$ cat src/rtl/keypad_pkg.sv
// Shared widths and FSM state encodings for the keypad code collector.
package keypad_pkg;

  localparam int NIBBLE_W = 4;
  localparam int CODE_W   = 8;
  localparam int TIMER_W  = 16;

  localparam logic [2:0] S_IDLE    = 3'd0;
  localparam logic [2:0] S_ONE     = 3'd1;
  localparam logic [2:0] S_TWO     = 3'd2;
  localparam logic [2:0] S_SEND    = 3'd3;
  localparam logic [2:0] S_WAIT    = 3'd4;
  localparam logic [2:0] S_BLOCKED = 3'd5;

endpackage

$ cat src/rtl/entry_timer.sv
// Idle counter for a partially or fully typed entry; expires after TIMEOUT_CYCLES cycles in ONE/TWO.
module entry_timer
  import keypad_pkg::*;
#(
  parameter int TIMEOUT_CYCLES = 1000
) (
  input  logic clk,
  input  logic rst,
  input  logic run,
  input  logic restart,
  output logic expired
);

  localparam logic [TIMER_W-1:0] LAST = TIMER_W'(TIMEOUT_CYCLES - 1);

  logic [TIMER_W-1:0] cnt;

  // Saturates at LAST so an expiry deferred by a rejected digit still fires next cycle.
  always_ff @(posedge clk) begin
    if (!rst) begin
      cnt <= '0;
    end else if (restart || !run) begin
      cnt <= '0;
    end else if (cnt != LAST) begin
      cnt <= cnt + 1'b1;
    end
  end

  assign expired = run && (cnt == LAST);

endmodule

$ cat src/rtl/keypad_entry.sv
// Collects two keypad digits into an 8-bit code and strobes it into the lock,
// holding off while the lock is settling, open or locked out.
module keypad_entry
  import keypad_pkg::*;
#(
  parameter int TIMEOUT_CYCLES = 1000
) (
  input  logic                clk,
  input  logic                rst,
  input  logic                digit_valid,
  input  logic [NIBBLE_W-1:0] digit,
  input  logic                clear,
  input  logic                submit,
  input  logic                access,
  input  logic                lockout,
  output logic [CODE_W-1:0]   key_out,
  output logic                enter,
  output logic                busy,
  output logic [1:0]          count,
  output logic                entry_err,
  output logic [2:0]          dbg_state
);

  // Strobe semantics: digit_valid/clear/submit are single-cycle requests with no
  // back-pressure; they are acted on only in IDLE/ONE/TWO and dropped otherwise.
  // enter and entry_err are registered one-cycle pulses.

  logic [2:0]        state, state_nxt;
  logic [CODE_W-1:0] buffer, buffer_nxt, key_nxt;
  logic              err_nxt, enter_nxt, digit_ok;
  logic              run, restart, expired;

  assign run = (state == S_ONE) || (state == S_TWO);

  always_comb begin
    state_nxt  = state;
    buffer_nxt = buffer;
    key_nxt    = key_out;
    err_nxt    = 1'b0;
    enter_nxt  = 1'b0;
    digit_ok   = 1'b0;
    case (state)
      S_IDLE, S_ONE, S_TWO: begin
        if (access || lockout) begin
          state_nxt  = S_BLOCKED;
          buffer_nxt = '0;
        end else if (clear) begin
          state_nxt  = S_IDLE;
          buffer_nxt = '0;
        end else if (submit) begin
          if (state == S_TWO) begin
            state_nxt = S_SEND;
            key_nxt   = buffer;
            enter_nxt = 1'b1;
          end else begin
            state_nxt  = S_IDLE;
            buffer_nxt = '0;
            err_nxt    = 1'b1;
          end
        end else if (digit_valid) begin
          if (state == S_TWO) begin
            err_nxt = 1'b1;
          end else begin
            buffer_nxt = {buffer[NIBBLE_W-1:0], digit};
            state_nxt  = (state == S_IDLE) ? S_ONE : S_TWO;
            digit_ok   = 1'b1;
          end
        end else if (expired) begin
          state_nxt  = S_IDLE;
          buffer_nxt = '0;
          err_nxt    = 1'b1;
        end
      end
      S_SEND: begin
        state_nxt  = S_WAIT;
        buffer_nxt = '0;
      end
      S_WAIT: begin
        // The lock's registered response to enter is visible here.
        if (access || lockout) begin
          state_nxt  = S_BLOCKED;
          buffer_nxt = '0;
        end else begin
          state_nxt = S_IDLE;
        end
      end
      S_BLOCKED: begin
        if (!access && !lockout) state_nxt = S_IDLE;
      end
      default: begin
        state_nxt  = S_IDLE;
        buffer_nxt = '0;
      end
    endcase
  end

  assign restart = digit_ok || !((state_nxt == S_ONE) || (state_nxt == S_TWO));

  entry_timer #(.TIMEOUT_CYCLES(TIMEOUT_CYCLES)) u_timer (
    .clk     (clk),
    .rst     (rst),
    .run     (run),
    .restart (restart),
    .expired (expired)
  );

  always_ff @(posedge clk) begin
    if (!rst) begin
      state     <= S_IDLE;
      buffer    <= '0;
      key_out   <= '0;
      enter     <= 1'b0;
      entry_err <= 1'b0;
    end else begin
      state     <= state_nxt;
      buffer    <= buffer_nxt;
      key_out   <= key_nxt;
      enter     <= enter_nxt;
      entry_err <= err_nxt;
    end
  end

  assign busy      = (state == S_SEND) || (state == S_WAIT) || (state == S_BLOCKED);
  assign count     = (state == S_ONE) ? 2'd1 : (state == S_TWO) ? 2'd2 : 2'd0;
  assign dbg_state = state;

endmodule
$ cat config.mk
export PLATFORM = sky130hd
export DESIGN_NAME = keypad_entry
export DESIGN_NICKNAME = d
export VERILOG_FILES = /design/src/rtl/keypad_pkg.sv /design/src/rtl/entry_timer.sv /design/src/rtl/keypad_entry.sv
export SDC_FILE = /design/constraint.sdc
export NUM_CORES = 1
export LEC_CHECK = 0
export ABC_AREA = 1
export CORE_AREA = 2 2 84 86
export CTS_CLUSTER_SIZE = 28
export DETAILED_ROUTE_END_ITERATION = 10
export DIE_AREA = 0 0 86 88
export HOLD_SLACK_MARGIN = 0.06
export SETUP_SLACK_MARGIN = 0.15
export SLEW_MARGIN = 10
export SYNTH_ARGS = -nofsm -noshare
export SYNTH_HDL_FRONTEND = slang
export SYNTH_HIERARCHICAL = 1
export SYNTH_SLANG_ARGS = --single-unit
$ cat constraint.sdc
create_clock -name clk -period 2.8 [get_ports clk]
set_input_delay 0.56 -clock clk [delete_from_list [all_inputs] [get_ports clk]]
set_output_delay 0.56 -clock clk [all_outputs]
set_load 0.1 [all_outputs]
==> impl_metrics.csv, run 1 <==
group,metric,value,unit
routing,drtIter0Drc,105,
worst_setup_path,r2r-start,"u_timer/cnt[6]$_SDFFE_PP0P_",
placement,port_buffers,26,
worst_hold_path,hold_path.class,"flip-flop to flip-flop",
routing,wl_per_cell,10.4,um
power_and_ir_drop,ir_drop,209,uV
timing,setup_viol,0,
power_and_ir_drop,pwr_density_cell,417,nW/um2
global_routing,grt_max_degree,14,
global_routing,antenna_found_initial,0,
routing,remaining_drc_errors,0,
floorplanning,die-area,7570,um2
clock_tree,cts_resized,0,
synth,yosysSeqAreaShare,0.343,
routing,vias,2016,
synth,synthCells,335,
routing,vias_per_cell,4.51,
worst_setup_path,cp_max_fo,12,
clock_tree,cts_buffers,5,
clock_tree,cts_tree,"built",
timing,worst_pin_slew,0.394,ns
worst_hold_path,whs_path_depth,2,
worst_setup_path,critPathKind,"flip-flop to flip-flop",
power_and_ir_drop,p_switching,0.293,mW
global_routing,overflow,0,
synth,yosysWarnings,6,
timing,hold_viol_final,0,
timing,period_minus_slack,2.14,ns
synth,synth_cell_types,33,
worst_setup_path,crit_required,2.98,ns
worst_setup_path,worstPathArrival,2.33,ns
power_and_ir_drop,totalPowerFinal,1.07,mW
final_layout,syn2layout_area_growth,18.9,%
timing,relSlewSlack,0.737,
floorplanning,io_pins,27,
synth,synth.largest_area_cell,"dfxtp_1",
power_and_ir_drop,power_frac_comb,0.128,
global_routing,grt_util_all_layers,0.127,
worst_hold_path,min-delay-start,"key_out[6]$_SDFFE_PN0P_",
final_layout,layout.nets,378,
final_layout,drive_gt1_frac,0.188,
worst_setup_path,r2r_end,"u_timer/cnt[11]$_SDFFE_PP0P_",
power_and_ir_drop,p_int,0.778,mW
floorplanning,die_height,88,um
timing,fin_setup_tns,0,ns
timing,clock.fmax,466,MHz
final_layout,fillers,696,
placement,place_hpwl,3.56,mm
synth,synth-seq-cells,37,
power_and_ir_drop,leakage,1.09,nW
power_and_ir_drop,switching_share,0.273,
clock_tree,cts_buffer_depth,2,
worst_hold_path,hold_end,"key_out[6]$_SDFFE_PN0P_",
global_routing,grt_pass1_wl,7.89,mm
power_and_ir_drop,seqPwrFrac,0.507,
clock_tree,clock-sinks,37,
worst_setup_path,crit_path_start_kind,"flip-flop",
timing,min_period_over_period,0.766,
routing,antenna_left,0,
clock_tree,clockRootBuffer,"clkbuf_8",
timing,skew,0.00933,ns
floorplanning,start_util,0.325,
clock_tree,hold_buffers,0,
floorplanning,row_count,30,
flow_run,drv_cap,0,
synth,avgSynthCellArea,6.45,um2
placement,gp_congestion,0.846,
clock_tree,worstSkewPairLatency,0.29,ns
power_and_ir_drop,power_frac_clock,0.365,
routing,drt_wl_total,4.66,mm
synth,yosysTopAreaCellShare,0.343,
timing,maxSlewViolCount,0,
floorplanning,core-area,6640,um2
synth,synth_nets,347,
synth,ys_top_cells_by_area,"dfxtp_1 (34%), nand2_1 (13%), nor2_1 (10%)",
clock_tree,clk_pin_slew_worst_paths,0.08,ns
routing,first_pass_iters,4,
worst_setup_path,r2r_setup_slack,0.66,ns
floorplanning,dieWidth,86,um
worst_setup_path,rr_worst_depth,15,
clock_tree,htree_levels,2,
synth,netlist_area,2160,um2
clock_tree,cts_setup_buffers,0,
worst_setup_path,cp-end-kind,"flip-flop",
timing,rsz0062_at_grt,"false",
final_layout,diodes,0,
run_status,outcome,"completed",
global_routing,grt_pass1_vias,1780,
==> area by class of cell <==
type                            count  area [um2]  share of cell area
Timing Repair Buffer               32         265               0.103
Tap cell                           80         100              0.0389
Inverter                           51         193              0.0750
Clock inverter                      2        13.8             0.00536
Multi-Input combinational cell    239        1170               0.456
Sequential cell                    37         743               0.289
Clock buffer                        6        82.6              0.0321
==> synthesized netlist by cell type <==
library cell   n
nand3_4        1
nand3_2        4
a21oi_1       20
xor2_1         1
inv_1         46
nand3b_1       1
clkbuf_1       1
o21bai_2       1
clkinv_2       1
dfxtp_1       37
nor2_1        60
inv_2          4
o21ai_0        9
a31oi_1        1
and3_1         1
o21ai_2        1
nand2_1       73
nor3b_1        1
nor3_1         1
buf_6          2
nand4_1        3
buf_4          3
o21ai_4        1
buf_2          1
o211ai_1       1
nand2_2        8
clkbuf_8       1
nand2_4        2
ha_1           1
xnor2_1        1
nand3_1       34
nor2_2        11
nor2_4         2
==> flip-flops by register name (all words and copies together), names as in the netlist <==
signal       flops
buffer           8
dbg_state        3
enter            1
entry_err        1
key_out          8
u_timer/cnt     16
==> worst max-delay path, stage by stage, from the launching register on <==
cell     delay (ns)
dfxtp_1        0.36
nand2_1        0.09
inv_1          0.18
nand2_1        0.11
nor2_1         0.14
and3_1         0.22
inv_1          0.08
nand3_1        0.08
nand3_1        0.08
nand3_1        0.11
nand3_1        0.08
nand3_1        0.08
nor2_1         0.05
buf_4          0.17
inv_1          0.14
nor2_1         0.06
==> how the worst max path moves through the flow <==
| stage | start | end | depth (start not counted) |
|---|---|---|---|
| after floorplan | dbg_state[0]$_SDFF_PN0_ | u_timer/cnt[6]$_SDFFE_PP0P_ | 14 |
| after global placement | lockout | u_timer/cnt[8]$_SDFFE_PP0P_ | 11 |
| after detailed placement | lockout | u_timer/cnt[10]$_SDFFE_PP0P_ | 11 |
| after CTS | u_timer/cnt[6]$_SDFFE_PP0P_ | u_timer/cnt[3]$_SDFFE_PP0P_ | 15 |
| after global routing | dbg_state[0]$_SDFF_PN0_ | u_timer/cnt[8]$_SDFFE_PP0P_ | 14 |
| final | u_timer/cnt[6]$_SDFFE_PP0P_ | u_timer/cnt[11]$_SDFFE_PP0P_ | 15 |
==> power by group through the flow <==
stage	registers, mW	logic (mW)	clock network (mW)
after floorplan	0.571	0.0873	0
after global placement	0.556	0.137	0
after detailed placement	0.556	0.137	0
after CTS	0.543	0.138	0.408
after global routing	0.544	0.150	0.433
final	0.543	0.137	0.391
==> cell usage in the layout (no fill, tap or decap), types with 2 or more instances in the layout <==
cell type	count
nand2_1	73
nor2_1	60
inv_1	46
dfxtp_1	35
nand3_1	34
buf_4	22
a21oi_1	20
nor2_2	11
clkdlybuf4s50_1	10
o21ai_0	9
nand2_2	8
clkbuf_8	6
inv_2	4
nand3_2	4
nand4_1	3
nor2_4	2
nand2_4	2
clkinv_2	2
dfxtp_2	2
==> stage by stage <==
stage               setup WS (ns)  cell area (um2)  instances  hold slack [ns]  utilization
detailed placement          0.475             2470        439            0.456        0.372
global route                0.396             2570        447            0.492        0.387
finish                      0.655             2570        447            0.465        0.387
floorplan                   0.163             2180        335            0.443            -
CTS                         0.675             2570        447            0.467        0.387
global placement            0.535             2470        439            0.451        0.372
==> routing by layer <==
metal	up-vias	wire (um)	track usage
li1	1101	-	-
met1	874	2310	0.170
met2	37	2090	0.204
met3	4	229	0.0320
met4	0	42	0.0361
met5	-	0	0
==> cell families after synthesis <==
logic type                 Yosys count  share of synthesized area
and+or+nand+nor                    202                      0.433
buffers and inverters               59                      0.120
DFF                                 37                      0.343
AOI/OAI and AO/OA                   34                     0.0903
xor gates and xnor gates             2                    0.00810
adders and majority gates            1                    0.00579
Note: power is estimated with default switching activity, not from simulation.
==> inputs of run 2 (changes only) <==
==> constraint.sdc (replaced) <==
create_clock -name clk -period 2.2 [get_ports clk]
set_input_delay 0.44 -clock clk [delete_from_list [all_inputs] [get_ports clk]]
set_output_delay 0.44 -clock clk [all_outputs]
set_load 0.1 [all_outputs]
==> run 2 against run 1 <==
Effect of this change: fmax up 13%; combinational power increased by 45%; clock skew decreased by 0.0021 ns; highest routed layer unchanged.
==> impl_metrics.csv, run 2 (synthesis gave the netlist of run 1 again) <==
group,metric,value,unit
global_routing,overflow,0,
clock_tree,cts_buffers,5,
clock_tree,worstSkewPairLatency,0.29,ns
final_layout,layout.nets,392,
worst_setup_path,worstPathArrival,2.07,ns
floorplanning,dieWidth,86,um
placement,place_hpwl,3.77,mm
routing,antenna_left,0,
global_routing,grt_max_degree,14,
routing,vias,2125,
power_and_ir_drop,power_frac_comb,0.145,
timing,whs,0.454,ns
timing,skew,0.00725,ns
timing,min_period_over_period,0.864,
worst_setup_path,crit_path_start_kind,"flip-flop",
power_and_ir_drop,leakage,1.17,nW
floorplanning,die-area,7570,um2
worst_setup_path,cp_top_family,"simple AND/OR/NAND/NOR gates",
placement,dp_cells,450,
final_layout,syn2layout_area_growth,26.9,%
timing,rsz0062_at_grt,"false",
timing,period_minus_slack,1.90,ns
floorplanning,start_util,0.325,
floorplanning,io_pins,27,
timing,setup_viol,0,
global_routing,grt_pass1_vias,1946,
final_layout,fin_util,0.413,
timing,worst_pin_slew,0.424,ns
timing,maxSlewViolCount,0,
placement,gp_congestion,0.869,
final_layout,fillers,690,
worst_setup_path,max_stage_delay,0.36,ns
power_and_ir_drop,p_int,0.976,mW
clock_tree,clockRootBuffer,"clkbuf_8",
worst_setup_path,crit_path_frequent_cell,"nand3_1",
worst_setup_path,cp_max_fo,6,
timing,fin_setup_tns,0,ns
floorplanning,row_count,30,
routing,remaining_drc_errors,0,
power_and_ir_drop,switching_share,0.289,
global_routing,grt_pass1_wl,8.40,mm
power_and_ir_drop,ir_drop,219,uV
routing,drtIter0Drc,78,
final_layout,mostFrequentLayoutCell,"nand2_1",
worst_setup_path,crit_slowest_cell,"dfxtp_1",
final_layout,layout_common_cells,"nand2_1 (72), nor2_1 (59), inv_1 (44)",
floorplanning,core-area,6640,um2
timing,relSlewSlack,0.717,
floorplanning,die_height,88,um
routing,first_pass_iters,4,
routing,drt_wl_total,4.92,mm
worst_setup_path,critical_path.cell_chain,"ha_2 > nand3_1 > nor2_1 > and3_4 > inv_2 > nand3_1 > nand3_1 > nand3_1 > nand3_1 > nand3_1 > nor2_2 > buf_6 > o21ai_0 > a21oi_1",
power_and_ir_drop,seqPwrFrac,0.500,
power_and_ir_drop,pwr_density_cell,500,nW/um2
final_layout,fin_cells,461,
worst_setup_path,cp-end-kind,"flip-flop",
placement,port_buffers,26,
final_layout,largest_reg_flops,16,
worst_setup_path,critPathKind,"flip-flop to flip-flop",
final_layout,top_regs,"u_timer/cnt x16, buffer x8, key_out x8",
final_layout,diodes,0,
timing,hold_viol_final,0,
final_layout,drive_gt1_frac,0.249,
clock_tree,clock-sinks,37,
global_routing,grt_util_all_layers,0.139,
timing,clock.fmax,526,MHz
power_and_ir_drop,power_frac_clock,0.355,
power_and_ir_drop,totalPowerFinal,1.37,mW
flow_run,drv_cap,0,
worst_setup_path,worst-path-buf-inv,2,
worst_setup_path,crit_required,2.37,ns
run_status,outcome,"completed",
final_layout,regMostFlops,"u_timer/cnt",
clock_tree,clk_pin_slew_worst_paths,0.07,ns
routing,wl_per_cell,10.7,um
global_routing,antenna_found_initial,0,
clock_tree,cts_tree,"built",
worst_hold_path,hold_path.class,"flip-flop to flip-flop",
clock_tree,htree_levels,2,
routing,vias_per_cell,4.61,
clock_tree,cts_buffer_depth,2,
power_and_ir_drop,p_switching,0.396,mW
==> run 2: power groups by stage <==
stage | clock network [mW] | logic, mW | registers (mW)
floorplan | 0 | 0.111 | 0.725
global placement | 0 | 0.195 | 0.703
detailed placement | 0 | 0.195 | 0.703
CTS | 0.505 | 0.196 | 0.687
global route | 0.536 | 0.216 | 0.688
finish | 0.487 | 0.199 | 0.686
==> run 2: timing repair <==
item                                   CTS  global route
hold buffers                             0             0
buffers inserted                         0             3
endpoints found under the hold margin    0             0
setup endpoints to repair                0            16
gates resized for setup                  0            13
==> run 2: routing by layer <==
layer / GRT usage / up-vias / share of wire
met5: 0 / - / 0
li1: - / 1128 / -
met1: 0.183 / 956 / 0.51
met2: 0.227 / 39 / 0.44
met3: 0.0311 / 2 / 0.037
met4: 0.0418 / 0 / 0.0083
==> run 2: layout make-up <==
type                       count  area, um2  share of cell area
multi-input combinational    239       1180               0.432
sequential                    37        758               0.276
timing repair buffer          46        415               0.151
inverter                      51        193              0.0703
tap                           80        100              0.0365
clock buffer                   5       68.8              0.0251
clock inverter                 3       22.5             0.00821
==> run 2: path summary, 6_finish.rpt <==
path | start | to | slack (ns) | cells past startpoint
max reg2reg | u_timer/cnt[0]$_SDFFE_PP0P_ | u_timer/cnt[6]$_SDFFE_PP0P_ | 0.30 | 14
min | u_timer/cnt[6]$_SDFFE_PP0P_ | u_timer/cnt[6]$_SDFFE_PP0P_ | 0.45 | 1
max | u_timer/cnt[0]$_SDFFE_PP0P_ | u_timer/cnt[6]$_SDFFE_PP0P_ | 0.30 | 14
min reg2reg | u_timer/cnt[6]$_SDFFE_PP0P_ | u_timer/cnt[6]$_SDFFE_PP0P_ | 0.45 | 1
==> run 2: through the flow <==
stage | worst slack [ns] | area [um2]
floorplan | 0.172 | 2190
CTS | 0.177 | 2700
detailed placement | 0.121 | 2610
global placement | 0.137 | 2610
global route | 0.153 | 2740
finish | 0.299 | 2740
==> inputs of run 3 (changes only) <==
--- a/config.mk
+++ b/config.mk
@@ -11,6 +11,7 @@
 export DETAILED_ROUTE_END_ITERATION = 10
 export DIE_AREA = 0 0 86 88
 export HOLD_SLACK_MARGIN = 0.06
+export RECOVER_POWER = 25
 export SETUP_SLACK_MARGIN = 0.15
 export SLEW_MARGIN = 10
 export SYNTH_ARGS = -nofsm -noshare
==> run 3 against run 2 <==
Effect of this change: setup slack improved by 0.0039 ns; cell count unchanged; critical path type unchanged; critical endpoint unchanged; sequential share of layout area increased by 0.32 points; worst hold slack unchanged.
==> impl_metrics.csv, run 3 (synthesis gave the netlist of run 1 again) <==
group,metric,value,unit
final_layout,mostFrequentLayoutCell,"nand2_1",
clock_tree,cts_tree,"built",
final_layout,syn2layout_area_growth,25.4,%
timing,clock.fmax,527,MHz
placement,dp_cells,450,
global_routing,antenna_found_initial,0,
power_and_ir_drop,leakage,1.16,nW
global_routing,grt_pass1_wl,8.40,mm
worst_setup_path,critPathKind,"flip-flop to flip-flop",
placement,dp_slack,0.121,ns
routing,first_pass_iters,4,
clock_tree,cts_buffers,5,
timing,maxSlewViolCount,0,
global_routing,grt_pass1_vias,1946,
timing,fin_setup_tns,0,ns
global_routing,grt_util_all_layers,0.139,
floorplanning,dieWidth,86,um
clock_tree,cts_buffer_depth,2,
clock_tree,clock-sinks,37,
timing,worst_pin_slew,0.538,ns
routing,remaining_drc_errors,0,
final_layout,largest_reg_flops,16,
timing,period_minus_slack,1.90,ns
placement,port_buffers,26,
clock_tree,clockRootBuffer,"clkbuf_8",
final_layout,layout_common_cells,"nand2_1 (72), nor2_1 (59), inv_1 (44)",
final_layout,drive_gt1_frac,0.247,
placement,gp_congestion,0.869,
floorplanning,start_util,0.325,
timing,hold_viol_final,0,
clock_tree,hold_buffers,0,
routing,antenna_left,0,
timing,rsz0062_at_grt,"false",
final_layout,layout.nets,392,
clock_tree,clk_pin_slew_worst_paths,0.07,ns
global_routing,grt_max_degree,14,
worst_setup_path,worstPathArrival,2.07,ns
timing,layout_setup_ws,0.303,ns
worst_setup_path,crit_path_start_kind,"flip-flop",
worst_setup_path,crit_required,2.37,ns
final_layout,regMostFlops,"u_timer/cnt",
routing,vias,2123,
floorplanning,io_pins,27,
floorplanning,die-area,7570,um2
placement,place_hpwl,3.77,mm
power_and_ir_drop,ir_drop,218,uV
routing,wl_per_cell,10.7,um
timing,relSlewSlack,0.641,
routing,drt_wl_total,4.92,mm
floorplanning,row_count,30,
run_status,outcome,"completed",
worst_setup_path,cp_max_fo,6,
flow_run,drv_cap,0,
floorplanning,die_height,88,um
clock_tree,worstSkewPairLatency,0.29,ns
floorplanning,core-area,6640,um2
final_layout,fin_cells,461,
routing,vias_per_cell,4.61,
routing,drtIter0Drc,72,
timing,min_period_over_period,0.862,
worst_hold_path,hold_path.class,"flip-flop to flip-flop",
final_layout,diodes,0,
worst_setup_path,cp-end-kind,"flip-flop",
clock_tree,htree_levels,2,
timing,skew,0.00710,ns
power_and_ir_drop,pwr_density_cell,505,nW/um2
timing,setup_viol,0,
global_routing,overflow,0,
final_layout,top_regs,"u_timer/cnt x16, buffer x8, key_out x8",
run 3: cell types whose count changed in the layout (fill, tap and decap cells not counted), sizes merged:
cell / delta
clkdlybuf4s50: -1
clkbuf: +12
dlygate4sd3: +1
buf: -12
run 3: final timing paths:
path | from | end | slack (ns) | depth (start not counted)
max reg2reg | u_timer/cnt[0]$_SDFFE_PP0P_ | u_timer/cnt[6]$_SDFFE_PP0P_ | 0.30 | 14
min | u_timer/cnt[6]$_SDFFE_PP0P_ | u_timer/cnt[6]$_SDFFE_PP0P_ | 0.45 | 1
min reg2reg | u_timer/cnt[6]$_SDFFE_PP0P_ | u_timer/cnt[6]$_SDFFE_PP0P_ | 0.45 | 1
max | u_timer/cnt[0]$_SDFFE_PP0P_ | u_timer/cnt[6]$_SDFFE_PP0P_ | 0.30 | 14
run 3: cell type report:
| cell class | count | area, um2 |
|---|---|---|
| Clock inverter | 3 | 22.5 |
| Multi-Input combinational cell | 239 | 1180 |
| Inverter | 51 | 193 |
| Clock buffer | 5 | 68.8 |
| Fill cell | 696 | 3930 |
| Sequential cell | 37 | 758 |
| Tap cell | 80 | 100 |
| Timing Repair Buffer | 46 | 384 |
run 3: power breakdown:
| group | switching [mW] | leakage, nW | internal, mW | total, mW |
|---|---|---|---|---|
| sequential | 0.00746 | 0.304 | 0.679 | 0.686 |
| combinational | 0.127 | 0.804 | 0.0707 | 0.197 |
| clock | 0.262 | 0.0481 | 0.225 | 0.487 |
| total | 0.396 | 1.16 | 0.974 | 1.37 |
run 3: repair_timing:
action,CTS,global route
buffers inserted,0,3
setup endpoints to repair,0,16
hold endpoints to repair,0,0
resized for setup,0,13
run 3: critical path: stages (launching register included):
cell,delay (ns)
dfxtp_1,0.36
ha_2,0.20
nand3_1,0.08
nor2_1,0.16
and3_4,0.22
inv_2,0.04
nand3_1,0.07
nand3_1,0.08
nand3_1,0.11
nand3_1,0.08
nand3_1,0.09
nor2_2,0.05
buf_6,0.12
o21ai_0,0.07
a21oi_1,0.05
run 3: routing by layer:
layer / global-route usage / share of wire
met1: 0.183 / 0.51
met2: 0.227 / 0.44
met3: 0.0311 / 0.039
met4: 0.0418 / 0.0083
met5: 0 / 0
run 3: per-stage QoR:
| step | util | area [um2] | power, mW | hold slack [ns] |
|---|---|---|---|---|
| finish | 0.408 | 2710 | 1.37 | 0.454 |
| global route | 0.408 | 2710 | 1.44 | 0.470 |
| CTS | 0.406 | 2700 | 1.39 | 0.468 |
| detailed placement | 0.392 | 2610 | 0.899 | 0.457 |
| global placement | 0.392 | 2610 | 0.898 | 0.452 |
| floorplan | - | 2190 | 0.836 | 0.443 |
